[src/rtl/latch_bank_wr_pkg.sv]
// latch_bank_wr_pkg: state encoding and default parameters for the latch bank writer
package latch_bank_wr_pkg;
  typedef enum logic [1:0] {LBW_IDLE, LBW_SETUP, LBW_OPEN, LBW_HOLD} lbw_state_e;
  localparam int LBW_DATA_W    = 8;
  localparam int LBW_DEPTH     = 4;
  localparam int LBW_SETUP_CYC = 1;
  localparam int LBW_OPEN_CYC  = 2;
  localparam int LBW_HOLD_CYC  = 1;
endpackage

[src/rtl/latch_bank_wr.sv]
// latch_bank_wr: setup/open/hold write sequencer for a latch bank; LATCH_BANK_WR_VERIFY_EN adds readback check
module latch_bank_wr
  import latch_bank_wr_pkg::*;
#(
  parameter int DATA_W    = LBW_DATA_W,
  parameter int DEPTH     = LBW_DEPTH,
  parameter int SETUP_CYC = LBW_SETUP_CYC,
  parameter int OPEN_CYC  = LBW_OPEN_CYC,
  parameter int HOLD_CYC  = LBW_HOLD_CYC,
  localparam int ADDR_W   = $clog2(DEPTH)
) (
  input  logic              clk,
  input  logic              rst,
  input  logic              req_valid,
  output logic              req_ready,
  input  logic [ADDR_W-1:0] req_addr,
  input  logic [DATA_W-1:0] req_data,
  output logic [DEPTH-1:0]  lat_en,
  output logic [DATA_W-1:0] lat_d,
  output logic              busy,
  output logic              done
`ifdef LATCH_BANK_WR_VERIFY_EN
  ,
  input  logic [DEPTH*DATA_W-1:0] lat_q,
  output logic                    err
`endif
);
  localparam int MAXC = (SETUP_CYC > OPEN_CYC ? (SETUP_CYC > HOLD_CYC ? SETUP_CYC : HOLD_CYC)
                                              : (OPEN_CYC > HOLD_CYC ? OPEN_CYC : HOLD_CYC));
  localparam int CW = $clog2(MAXC + 1);
  localparam logic [CW-1:0] S_LD = CW'(SETUP_CYC > 0 ? SETUP_CYC - 1 : 0);
  localparam logic [CW-1:0] O_LD = CW'(OPEN_CYC - 1);
  localparam logic [CW-1:0] H_LD = CW'(HOLD_CYC > 0 ? HOLD_CYC - 1 : 0);
  lbw_state_e        state;
  logic [CW-1:0]     cnt;
  logic [ADDR_W-1:0] addr;
  assign req_ready = !rst && state == LBW_IDLE;
  assign busy = state != LBW_IDLE;
  // phase sequencer; lat_d doubles as the captured write data and only moves on a handshake
  always_ff @(posedge clk) begin
    if (rst) begin
      state  <= LBW_IDLE;
      cnt    <= '0;
      addr   <= '0;
      lat_en <= '0;
      lat_d  <= '0;
      done   <= 1'b0;
    end else begin
      done <= 1'b0;
      case (state)
        LBW_IDLE:
          if (req_valid) begin
            addr  <= req_addr;
            lat_d <= req_data;
            if (SETUP_CYC > 0) begin
              state <= LBW_SETUP;
              cnt   <= S_LD;
            end else begin
              state  <= LBW_OPEN;
              cnt    <= O_LD;
              lat_en <= DEPTH'(1) << req_addr;
            end
          end
        LBW_SETUP:
          if (cnt == '0) begin
            state  <= LBW_OPEN;
            cnt    <= O_LD;
            lat_en <= DEPTH'(1) << addr;
          end else cnt <= cnt - CW'(1);
        LBW_OPEN:
          if (cnt == '0) begin
            lat_en <= '0;
            if (HOLD_CYC > 0) begin
              state <= LBW_HOLD;
              cnt   <= H_LD;
            end else begin
              state <= LBW_IDLE;
              done  <= 1'b1;
            end
          end else cnt <= cnt - CW'(1);
        default:
          if (cnt == '0) begin
            state <= LBW_IDLE;
            done  <= 1'b1;
          end else cnt <= cnt - CW'(1);
      endcase
    end
  end
`ifdef LATCH_BANK_WR_VERIFY_EN
  assign err = done && lat_q[addr*DATA_W +: DATA_W] != lat_d;
`endif
endmodule
[config.mk]
export PLATFORM = sky130hd
export DESIGN_NAME = latch_bank_wr
export DESIGN_NICKNAME = d
export VERILOG_FILES = /design/src/rtl/latch_bank_wr_pkg.sv /design/src/rtl/latch_bank_wr.sv
export SDC_FILE = /design/constraint.sdc
export NUM_CORES = 1
export LEC_CHECK = 0
export ABC_CLOCK_PERIOD_IN_PS = 1550
export BUFFER_PORTS_ARGS = -buffer_cell sky130_fd_sc_hd__clkbuf_2
export CAP_MARGIN = 20
export CORE_UTILIZATION = 28
export CTS_CLUSTER_SIZE = 30
export DETAILED_ROUTE_END_ITERATION = 7
export HOLD_SLACK_MARGIN = 0.02
export MAX_ROUTING_LAYER = met4
export PLACE_DENSITY = 0.63
export SYNTH_ARGS = -nofsm -noshare
export SYNTH_HDL_FRONTEND = slang
export SYNTH_SLANG_ARGS = --single-unit
[constraint.sdc]
create_clock -name clk -period 1.55 [get_ports clk]
set_clock_uncertainty 0.05 [all_clocks]
set_input_delay 0.31 -clock clk [delete_from_list [all_inputs] [get_ports clk]]
set_output_delay 0.31 -clock clk [all_outputs]
set_load 0.02 [all_outputs]
==> results.txt <==
- Largest net degree at the start of global routing: 15
* CTS clock-pin slew for the worst setup and hold paths: 0.10 ns
- The tree built by TritonCTS fans out to 19 sinks.
- Flip-flop and latch count after synthesis: 19
- Syn_nets: 123
- Primary flip-flop cell chosen by synthesis mapping: dfxtp_1
- Count of antenna diodes in the layout: 0
- Latest clock arrival within the worst-skew pair: about 0.29 ns
- Area contributors post-synth: dfxtp_1 43%, nand2_1 11%, ha_1 9.9%
- The analysis attributes to net switching a power of 0.974 mW.
- Period utilisation layout: 1.00
- IR analysis of the VDD net gives a maximum drop of 665 µV.
- Power density over the cells: approximately 1900 mW/mm²
- Ratio of cells with drive above 1 in the final layout: 0.420
- Count of vias placed by the detailed router: ~860
* Count of final hold-check violations: 0
* Post-synthesis average cell area: about 8.6 µm²
* Critical path peak fanout: 5
- After detailed routing, the average wire length per cell comes to 11.5 µm.
- Detailed-router iteration count before antenna repair: 4
- In this run the cell area of the synthesized design comes to slightly below 900 µm².
- Maximum Capacitance Violations: 0
- Leakage power: 0.549 nW
- For this run, the top clock speed supported by timing is between 600 and 700 MHz.
* Area of the core: between 0.003 and 0.004 mm²
- The share of synthesized area in the top cell type comes to 0.431.
- Summing all placed instances gives a cell area of approximately 0.0011 mm².
- CTS built an H-tree with a depth of 1.
* Number of pins exceeding their max-slew limit in the final report: 0
- In the global route stage, overall resource usage came out at 0.135.
- Die height: 58.2 µm
* Min Tclk post-route: 1.55 ns
- Violations in the final reports: negative setup slack
* Unrepaired setup endpoints after global routing: yes
* Number of I/O port buffers: 27
* Number of distinct library cells after synthesis: 29
- Using the TritonRoute via totals, the vias-per-cell ratio works out to 4.61.
- CTS tree: yes
* Kind of start point of the critical path: register
- The via count of the first global-routing pass came to 735.
- The number of hold buffers added after CTS was 0.
- Across all setup checks in the final design, the least slack found is -0.00441 ns.
* Proportion of power drawn by the clock network: 0.104
- The die is 58.2 µm wide.
- Kind of end point of the critical path: register
* Buffer type at the clock tree root: clkbuf_4
- Tightest slew margin relative to the limit: 0.718
- EDFF count, synth: 0
* Most used standard cell by instance count after synthesis: nand2_1
* Most frequent cells after synthesis: 25 x nand2_1, 19 x dfxtp_1, 15 x a21oi_1, 7 x ha_1, 6 x inv_1
* Placed wire-length estimate: 1490 µm
- The run finished, with violations left.
* Final weighted congestion of routability-driven global placement: ~0.81
* Final antenna-violating net count: 0
- CTS max path bufs: 2
* Portion of the post-synthesis area used by sequential elements: 0.431
* Area added between synthesis and finish: 41.5%
- Count of warnings emitted by yosys: 0
- After detailed routing, the number of remaining DRC violations is 0.
* Std cell rows: 20
- Transition time at the pin with the least slew margin: about 0.42 ns
- Seq pwr share: 0.297
- Global-route wire length before repair: 3280 µm
- STA puts the critical path data required time at between 1.5 and 2 ns.
* Initial antenna violation count: 0
- Measured on the finished design, the core utilization comes to 0.413.
- In the synthesized netlist the async set-or-reset flop fraction comes to 0.
* Cell-internal power: 1.39 mW
* Final std cell area, no fill: 0.00125 mm²
* Library cell occupying the most area in the post-synthesis netlist: dfxtp_1
- Effective utilization at floorplan: 0.292
- In this run, the number of DRC markers left after iteration 0 of detailed routing was 18.
- Worst slack, placed: -0.101 ns
- Setup violations remaining at the end of the flow were counted as 1.
- Sum of routed wire length over all layers: 2160 µm
* Type of the worst min-delay path: in -> reg
- Of the total power, combinational logic draws 0.599.
* Worst Setup Path Type: reg -> reg
* I/O pins: 28
* Switching Fraction: 0.412
- Total Die Area: roughly 0.0034 mm²
- Global routing finished with a remaining overflow of 0.
- Arrival time worst endpoint: between 1.5 and 2 ns
* Inserted Clock Buffers: 3
- At the end of the flow, the number of nets in the layout was 164.
- Counting every instance in the synthesized netlist gives 103.
- Summed over all failing endpoints, the final setup total negative slack is -0.00441 ns.
==> registers in the layout, indices dropped and copies added, names as in the netlist <==
register,cells
lat_d,8
addr,2
state,2
cnt,2
lat_en,4
done,1
==> metal layers <==
layer / vias up / part of all wire / track usage
li1: 432 / - / -
met4: 0 / 0.019 / 0.0714
met3: 2 / 0.031 / 0.0357
met5: - / 0 / -
met2: 20 / 0.50 / 0.213
met1: 408 / 0.44 / 0.156
==> cells in the final DEF (no fill, tap or decap), drive strengths merged <==
master and n:
clkbuf 29, nand2 25, dfxtp 19, buf 15, a21oi 15, ha 7, inv 6, nor2 5
or4b 2, o31ai 2, o21ai 2, mux2 2, and2 1, a22oi 1, or3b 1, nand2b 1
o211a 1, a211o 1, nand4 1, nor3b 1, o21a 1, o2111ai 1, a311oi 1, nand4bb 1
or4 1, nor3 1
==> through the flow <==
stage	cells	hold WS (ns)	power (mW)
floorplan	103	0.396	1.47
global placement	176	0.393	1.77
detailed placement	176	0.395	1.82
CTS	184	0.164	2.20
global route	187	0.158	2.56
finish	187	0.170	2.37
==> logic make-up (layout without fill, tap and decap cells) <==
family | count (synthesis) | after routing | share of synthesized area
flops | 19 | 19 | 0.431
mux | 2 | 2 | 0.0255
simple gates | 40 | 40 | 0.217
compound gates | 25 | 25 | 0.181
fa+ha+maj | 7 | 7 | 0.0991
buf+inv | 10 | 50 | 0.0467
==> critical path: stages, from the launching register on <==
cell and delay, ns:
dfxtp_2 0.38, inv_4 0.06, ha_4 0.16, buf_6 0.12
or3b_4 0.43, o211a_1 0.14, o31ai_2 0.16
==> cell type report <==
cell class / instances / area (µm²)
Clock buffer: 4 / 26.3
Fill cell: 320 / 1780
Inverter: 6 / 27.5
Multi-Input combinational cell: 74 / 517
Sequential cell: 19 / 385
Tap cell: 44 / 55.1
Timing Repair Buffer: 40 / 239
==> power groups by stage <==
stage,combinational (mW),sequential [mW],clock [mW]
floorplan,0.697,0.768,0
global placement,1.08,0.687,0
detailed placement,1.12,0.695,0
CTS,1.25,0.688,0.259
global route,1.56,0.719,0.278
finish,1.42,0.703,0.246
==> timing repair <==
| item | 4_1_cts | 5_1_grt |
|---|---|---|
| pin swaps | 3 | 3 |
| resized for setup | 10 | 11 |
| setup buffers | 4 | 3 |
| setup endpoints to repair | 8 | 8 |
==> final timing paths <==
| check | from | end | slack, ns | cells after the start |
|---|---|---|---|---|
| setup / recovery | state[0] | cnt[0] | -0.004 | 6 |
| hold / removal | req_data[7] | lat_d[7] | 0.17 | 3 |
| setup reg to reg | state[0] | cnt[0] | -0.004 | 6 |
| hold reg to reg | lat_en[3] | lat_en[3] | 0.41 | 2 |
Note: power is estimated with default switching activity, not from simulation.
